[config.mk]
export PLATFORM = sky130hd
export DESIGN_NAME = alu_issue_ctrl
export DESIGN_NICKNAME = d
export VERILOG_FILES = /design/src/rtl/alu_issue_ctrl.sv
export SDC_FILE = /design/constraint.sdc
export NUM_CORES = 1
export LEC_CHECK = 0
export ABC_AREA = 1
export BUFFER_PORTS_ARGS = -buffer_cell sky130_fd_sc_hd__clkbuf_2
export CAP_MARGIN = 20
export CORE_MARGIN = 2
export CORE_UTILIZATION = 25
export CTS_BUF_LIST = sky130_fd_sc_hd__clkbuf_2 sky130_fd_sc_hd__clkbuf_4 sky130_fd_sc_hd__clkbuf_8
export DETAILED_ROUTE_END_ITERATION = 16
export SLEW_MARGIN = 30
export SYNTH_ARGS = -nofsm -noshare
export SYNTH_HDL_FRONTEND = slang
export SYNTH_SLANG_ARGS = --single-unit
[constraint.sdc]
create_clock -name clk -period 1.96 [get_ports clk]
set_input_delay 0.392 -clock clk [delete_from_list [all_inputs] [get_ports clk]]
set_output_delay 0.392 -clock clk [all_outputs]
set_load 0.03 [all_outputs]
[src/rtl/alu_issue_ctrl.sv]
// Issue/writeback controller for the 8-bit ALU.
// It sends one instruction at a time to the ALU and writes the result back to a small register file.
module alu_issue_ctrl #(
    parameter int DATA_W = 8,
    parameter int REG_AW = 2
) (
    input  logic              clk,
    input  logic              reset,
    input  logic              inst_valid,
    output logic              inst_ready,
    input  logic [3:0]        inst_funct,
    input  logic [REG_AW-1:0] inst_rd,
    input  logic [REG_AW-1:0] inst_rs,
    input  logic              inst_imm_en,
    input  logic [DATA_W-1:0] inst_imm,
    output logic              alu_en,
    output logic [3:0]        alu_funct,
    output logic [DATA_W-1:0] alu_x,
    output logic [DATA_W-1:0] alu_y,
    input  logic [DATA_W-1:0] alu_result,
    input  logic              alu_cmp,
    output logic              cmp_flag,
    output logic              done,
    output logic              illegal,
    input  logic [REG_AW-1:0] dbg_sel,
    output logic [DATA_W-1:0] dbg_data
);

    localparam int NREG = 1 << REG_AW;
    localparam logic [3:0] F_CMP = 4'b0110;

    typedef enum logic [1:0] {
        IDLE,
        ISSUE,
        CAPTURE
    } state_t;

    state_t            state;
    logic [DATA_W-1:0] rf [NREG];
    logic [REG_AW-1:0] rd_q;
    logic              legal;
    logic              hs;

    assign hs       = inst_valid & inst_ready;
    assign dbg_data = rf[dbg_sel];

    always_comb begin
        legal = 1'b0;
        case (inst_funct)
            4'b0101, 4'b0100,
            4'b1110, 4'b0111,
            4'b0001, 4'b0011,
            4'b0110, 4'b1010: legal = 1'b1;
            default:          legal = 1'b0;
        endcase
    end

    // Operands are read at handshake, so a following instruction sees the value written back.
    always_ff @(posedge clk) begin
        if (reset) begin
            state      <= IDLE;
            inst_ready <= 1'b1;
            alu_en     <= 1'b0;
            alu_funct  <= '0;
            alu_x      <= '0;
            alu_y      <= '0;
            rd_q       <= '0;
            cmp_flag   <= 1'b0;
            done       <= 1'b0;
            illegal    <= 1'b0;
            for (int i = 0; i < NREG; i++) begin
                rf[i] <= '0;
            end
        end else begin
            done    <= 1'b0;
            illegal <= 1'b0;
            case (state)
                IDLE: begin
                    if (hs && legal) begin
                        alu_funct  <= inst_funct;
                        alu_x      <= rf[inst_rd];
                        alu_y      <= inst_imm_en ? inst_imm
                                                  : rf[inst_rs];
                        rd_q       <= inst_rd;
                        alu_en     <= 1'b1;
                        inst_ready <= 1'b0;
                        state      <= ISSUE;
                    end else if (hs) begin
                        illegal <= 1'b1;
                    end
                end
                ISSUE: begin
                    alu_en <= 1'b0;
                    state  <= CAPTURE;
                end
                CAPTURE: begin
                    if (alu_funct == F_CMP) begin
                        cmp_flag <= alu_cmp;
                    end else begin
                        rf[rd_q] <= alu_result;
                    end
                    done       <= 1'b1;
                    inst_ready <= 1'b1;
                    state      <= IDLE;
                end
                default: begin
                    alu_en     <= 1'b0;
                    inst_ready <= 1'b1;
                    state      <= IDLE;
                end
            endcase
        end
    end

endmodule

==> flow_summary.ini, run 1 <==
[power]
pwr-share-clk_pct = 36.2
ir_worst_vdd_mv = 0.380
power_frac_comb_pct = 18.2
power.switching_mw = 1.06
intPower_mw = 2.20
power.leakage_nw = 1.89
p_sw_share_pct = 32.5
powerDensity_nw_per_um2 = 821
p_seq_share_pct = 45.6

[grt]
grt_pass1_wl_mm = 15.6
grt-ovfl-total = 0
antenna_found_initial = 0
grt_max_degree = 38
first_global_vias = 2978
grt_usage_pct = 14.2

[route]
dr.max_layer_used = met4
drt-met1-wl_mm = 4.51
routedWlPerCell_um = 13.9
dr_wl_met3_um = 670
routed_wl_mm = 9.64
met2WireLength_mm = 4.30
dr.pass1.iters = 5
num_vias = 3149
vias_per_cell = 4.54
drc = 0
drtAntennaViolNets = 0
drt_iter0_markers = 339

[timing]
grt_setup_unrepaired = false
setup_viol = 0
fin_worst_skew_ns = 0.0158
fin_crit_ns = 1.80
timing.fmax_ghz = 0.554
fin_setup_tns_ns = 0
hold_viol_final = 0
post-route-period-util_pct = 92.0
slew_violations = 0
slew-limit-headroom_pct = 58.5
worst_pin_slew_ns = 0.621

[floorplanning]
dieWidth_um = 118
initial_core_util_pct = 25.7
core_area_sq_um = 12700
io_pins = 64
chipHeight_um = 118
die_area_sq_um = 14000
fp-row-count = 41

[clock_tree]
clock_latency_ns = 0.35
path_clk_slew_ns = 0.08
post_cts_buffers = 0
clkSinkCount = 61
cts_buffers = 9
ctsHoldBuffers = 0
htreeDepth = 3
cts_tree = yes
cts-resized-gates = 0
cts_buffer_depth = 2
clock-root-buffer = clkbuf_8

[synthesis]
syn_nets = 483
ys_types = 24
synth_area_per_cell_sq_um = 7.21
synth.cells.most_frequent = nor2_1 (127), nand2_1 (100), inv_1 (52)
synth_area_sq_um = 3260
synth_top_cell_area_share_pct = 29.5
synth_top_area_cell = edfxtp_1
synthCells = 452
async_reset_ff_share_pct = 0
yosysWarningCount = 0
synth.most_common_cell = nor2_1
synth-seq-area-share_pct = 47.3
ys_seq_elements = 61
synthFlopType = edfxtp_1
synthTopCellsByArea = edfxtp_1 (29%), dfxtp_1 (18%), nor2_1 (15%)
synth_edf_count = 32

[cells_and_area]
synthToLayoutAreaGrowth_pct = 22.0
drive_gt1_share_pct = 18.6
diodes = 0
utilization_pct = 31.4
nets = 547

[worst_setup_path]
cpMostUsedCell = clkbuf_2
worstPathCellList = clkbuf_2 -> inv_1 -> buf_4 -> nor2_1 -> o22ai_1 -> clkbuf_2
crit_fanout = 9
worst_setup_path_start_kind = input pin
crit_family = buffers and inverters
worstReg2RegEnd = rf[0][7]$_SDFFCE_PN0P_
reg2reg_slack_ns = 0.28
critical_path_class = in -> out
cp.depth = 6
slowest_delay_ns = 0.25
cp_data_arrival_time_ns = 1.41
slowest_stage = clkbuf_2
path_buf_inv = 4
timing.rr.start = alu_funct[0]$_SDFFE_PP0P_
required_ns = 1.57
end_kind = output port
r2r_cells = 6

[worst_hold_path]
hold_class = in -> reg
worstHoldPathCells = 3
min_to = alu_funct[0]$_SDFFE_PP0P_
hold_start = inst_funct[0]

[place]
place_congestion = 0.952
dp_hpwl_mm = 7.24
portBuffers = 63

[run_status]
outcome = completed

[flow_run]
drv_cap = 0
==> worst reg2reg max path: cells and delay by family (launching register included) <==
family,cells,cell delay (ns)
AND/OR/NAND/NOR,6,1.05
flip-flops,1,0.32
==> cells in the final DEF, fill, tap and decap left out <==
| cell | synthesis | routed |
|---|---|---|
| nand4_2 | 1 | 1 |
| inv_2 | 1 | 1 |
| a41oi_1 | 1 | 1 |
| nor3b_1 | 8 | 8 |
| clkinvlp_4 | 0 | 1 |
| inv_6 | 0 | 3 |
| nand4_1 | 11 | 11 |
| nor3_1 | 2 | 2 |
| nand4_4 | 1 | 1 |
| o22ai_1 | 8 | 8 |
| a21oi_1 | 12 | 12 |
| nor2_8 | 1 | 1 |
| clkbuf_2 | 1 | 63 |
| o21ai_0 | 33 | 33 |
| clkbuf_8 | 0 | 9 |
| buf_4 | 1 | 9 |
| nand3_1 | 9 | 9 |
| edfxtp_1 | 32 | 32 |
| dfxtp_1 | 29 | 29 |
| nor2_2 | 1 | 1 |
| clkinv_4 | 0 | 2 |
| inv_1 | 52 | 52 |
| nand2_1 | 100 | 100 |
| nor3_4 | 1 | 1 |
| bufinv_16 | 0 | 1 |
| nand2_4 | 3 | 3 |
| nor2_1 | 127 | 127 |
==> state kept, by name, indices dropped and copies added (netlist names) <==
| signal | cells |
|---|---|
| alu_x | 8 |
| alu_en | 1 |
| rf | 32 |
| state | 2 |
| inst_ready | 1 |
| alu_funct | 4 |
| illegal | 1 |
| alu_y | 8 |
| done | 1 |
| rd_q | 2 |
| cmp_flag | 1 |
==> layer usage <==
metal	global-route usage, %	vias to the layer above
met5	0	-
met4	4.37	0
met3	3.47	18
met2	21.9	154
met1	19.7	1405
li1	-	1572
==> metrics by stage <==
stage / std cells / setup WS, ns / hold slack [ns] / power [mW] / cell area, sq um
after floorplan: 452 / 0.206 / 0.461 / 1.91 / 3260
after global placement: 677 / 0.202 / 0.434 / 2.10 / 3770
after detailed placement: 677 / 0.139 / 0.441 / 2.11 / 3770
after CTS: 693 / 0.159 / 0.279 / 3.29 / 3970
after global routing: 693 / 0.0932 / 0.292 / 3.43 / 3970
final: 693 / 0.156 / 0.289 / 3.26 / 3970
==> how the worst max path moves through the flow <==
stage / start / to
2_1_floorplan: dbg_sel[0] / dbg_data[5]
3_3_place_gp: reset / rf[2][0]$_SDFFCE_PN0P_
3_5_place_dp: reset / rf[0][4]$_SDFFCE_PN0P_
4_1_cts: rf[1][4]$_SDFFCE_PN0P_ / dbg_data[4]
5_1_grt: dbg_sel[0] / dbg_data[2]
6_report: dbg_sel[0] / dbg_data[2]
==> logic make-up (layout without fill, tap and decap cells) <==
kind of cell,count (synthesis),in the layout,share of synthesized area [%]
compound gates,54,54,8.72
flops,61,61,47.3
buf+inv,72,141,8.79
simple gates,265,265,35.2
==> area by class of cell <==
| class | instances | area [sq um] |
|---|---|---|
| multi-input cells | 319 | 1430 |
| clock inverters | 7 | 81.3 |
| repair buffers | 72 | 383 |
| clock buffers | 9 | 124 |
| well taps | 172 | 215 |
| fillers | 1392 | 8700 |
| flip-flops and latches | 61 | 1540 |
| inverters | 53 | 199 |
==> power by group through the flow <==
| stage | sequential, mW | combinational, mW | clock [mW] |
|---|---|---|---|
| detailed placement | 1.52 | 0.595 | 0 |
| finish | 1.49 | 0.593 | 1.18 |
| global route | 1.50 | 0.666 | 1.27 |
| global placement | 1.52 | 0.588 | 0 |
| CTS | 1.49 | 0.598 | 1.20 |
| floorplan | 1.58 | 0.328 | 0 |
No activity file was read; power rests on OpenSTA's default activity.
==> inputs of run 2 (changes only) <==
CTS_CLUSTER_DIAMETER = 40   (was default)
clock period = 1.9 ns   (was 1.96 ns; I/O delays follow)
==> run 2 against run 1 <==
Via count fell by 2.1%. Combinational power rose by 4.4%. Clock power up 12%. Final area rose by 1.0%. Hold slack worse by 0.012 ns. Setup slack lost 0.015 ns. Global-route usage down 0.60 points. Core utilization is 0.32 points higher. Sequential power is 3% higher. Largest cell class unchanged.
==> flow_summary.ini, run 2 (synthesized netlist as in run 1, its figures left out) <==
[cells_and_area]
diodes = 0
reg_top3 = rf: 32 flops, alu_x: 8 flops, alu_y: 8 flops
drive_gt1_share_pct = 19.1
final_cell_mix = nor2_1 (127), nand2_1 (100), clkbuf_2 (63)
nets = 550
regMostFlops = rf
utilization_pct = 31.7
mostFrequentLayoutCell = nor2_1
synthToLayoutAreaGrowth_pct = 23.2
design_area_sq_um = 4010
largest_reg_flops = 32

[power]
power_mw = 3.47
p_seq_share_pct = 44.2
ir_worst_vdd_mv = 0.364
power.leakage_nw = 1.91
powerDensity_nw_per_um2 = 864
pwr-share-clk_pct = 38.0
intPower_mw = 2.40
power.switching_mw = 1.07
p_sw_share_pct = 30.8
power_frac_comb_pct = 17.8

[place]
place_area_sq_um = 3790
dp_hpwl_mm = 7.26
portBuffers = 63
place_congestion = 0.935

[timing]
whs_ns = 0.277
fin_worst_skew_ns = 0.00723
fin_setup_tns_ns = 0
fin_crit_ns = 1.76
hold_viol_final = 0
worst_pin_slew_ns = 0.608
slew_violations = 0
grt_setup_unrepaired = false
slew-limit-headroom_pct = 59.4
post-route-period-util_pct = 92.6
setup_viol = 0
timing.fmax_ghz = 0.568

[route]
num_vias = 3083
routed_wl_mm = 9.49
drt_iter0_markers = 294
vias_per_cell = 4.43
drc = 0
routedWlPerCell_um = 13.6
drtAntennaViolNets = 0
dr.pass1.iters = 5

[clock_tree]
cts_tree = yes
htreeDepth = 3
path_clk_slew_ns = 0.07
ctsHoldBuffers = 0
cts_buffer_depth = 2
clock_latency_ns = 0.33
post_cts_buffers = 0
cts-resized-gates = 0
clock-root-buffer = clkbuf_8
clkSinkCount = 61
cts_buffers = 9

[worst_hold_path]
hold_class = in -> reg

[grt]
grt_pass1_wl_mm = 14.9
first_global_vias = 2762
antenna_found_initial = 0
grt-ovfl-total = 0
grt_max_degree = 25
grt_usage_pct = 13.6

[floorplanning]
fp-row-count = 41
die_area_sq_um = 14000
io_pins = 64
chipHeight_um = 118
initial_core_util_pct = 25.7
dieWidth_um = 118
core_area_sq_um = 12700

[run_status]
outcome = completed

[worst_setup_path]
worst_setup_path_start_kind = input pin
cp_data_arrival_time_ns = 1.38
crit_fanout = 9
required_ns = 1.52
end_kind = output port
critical_path_class = in -> out

[flow_run]
drv_cap = 0
## run 2: changes by cell type in the layout (fill, tap and decap cells not counted)
cell	delta
clkinv_2	+1
inv_6	-2
bufinv_16	+1
buf_4	+3
## run 2: path summary, 6_finish.rpt
check                   startpoint                endpoint  slack, ns  depth (start not counted)
max                     dbg_sel[0]             dbg_data[1]       0.14                          6
min                          reset         done$_SDFF_PP0_       0.28                          2
max reg2reg  state[1]$_SDFFE_PP0N_  rf[0][7]$_SDFFCE_PN0P_       0.21                          6
min reg2reg  cmp_flag$_SDFFE_PP0P_   cmp_flag$_SDFFE_PP0P_       0.45                          2
## run 2: final cells by class
cell class | instances | area (sq um)
Fill cell | 1378 | 8660
Sequential cell | 61 | 1540
Multi-Input combinational cell | 319 | 1430
Timing Repair Buffer | 75 | 405
Tap cell | 172 | 215
Inverter | 53 | 199
Clock buffer | 9 | 124
Clock inverter | 7 | 98.8
## run 2: power groups by stage
stage	registers (mW)	logic [mW]	clock network [mW]
floorplan	1.63	0.338	0
detailed placement	1.56	0.621	0
global placement	1.56	0.614	0
finish	1.53	0.619	1.32
CTS	1.53	0.624	1.34
global route	1.54	0.690	1.40
## run 2: per-stage QoR
step	setup WS (ns)	instances
floorplan	0.170	452
global placement	0.190	680
detailed placement	0.132	680
CTS	0.150	696
global route	0.0715	696
finish	0.140	696
## run 2: layer usage
| metal | part of all wire, % | global-route usage (%) |
|---|---|---|
| met1 | 47 | 19.7 |
| met5 | 0 | 0 |
| met4 | 0.91 | 3.84 |
| met3 | 7.3 | 2.90 |
| met2 | 45 | 20.5 |
## run 2: worst max-delay path: stages
cell	delay [ns]
clkbuf_2	0.09
inv_1	0.19
buf_4	0.20
o21ai_0	0.09
o22ai_1	0.18
clkbuf_2	0.24
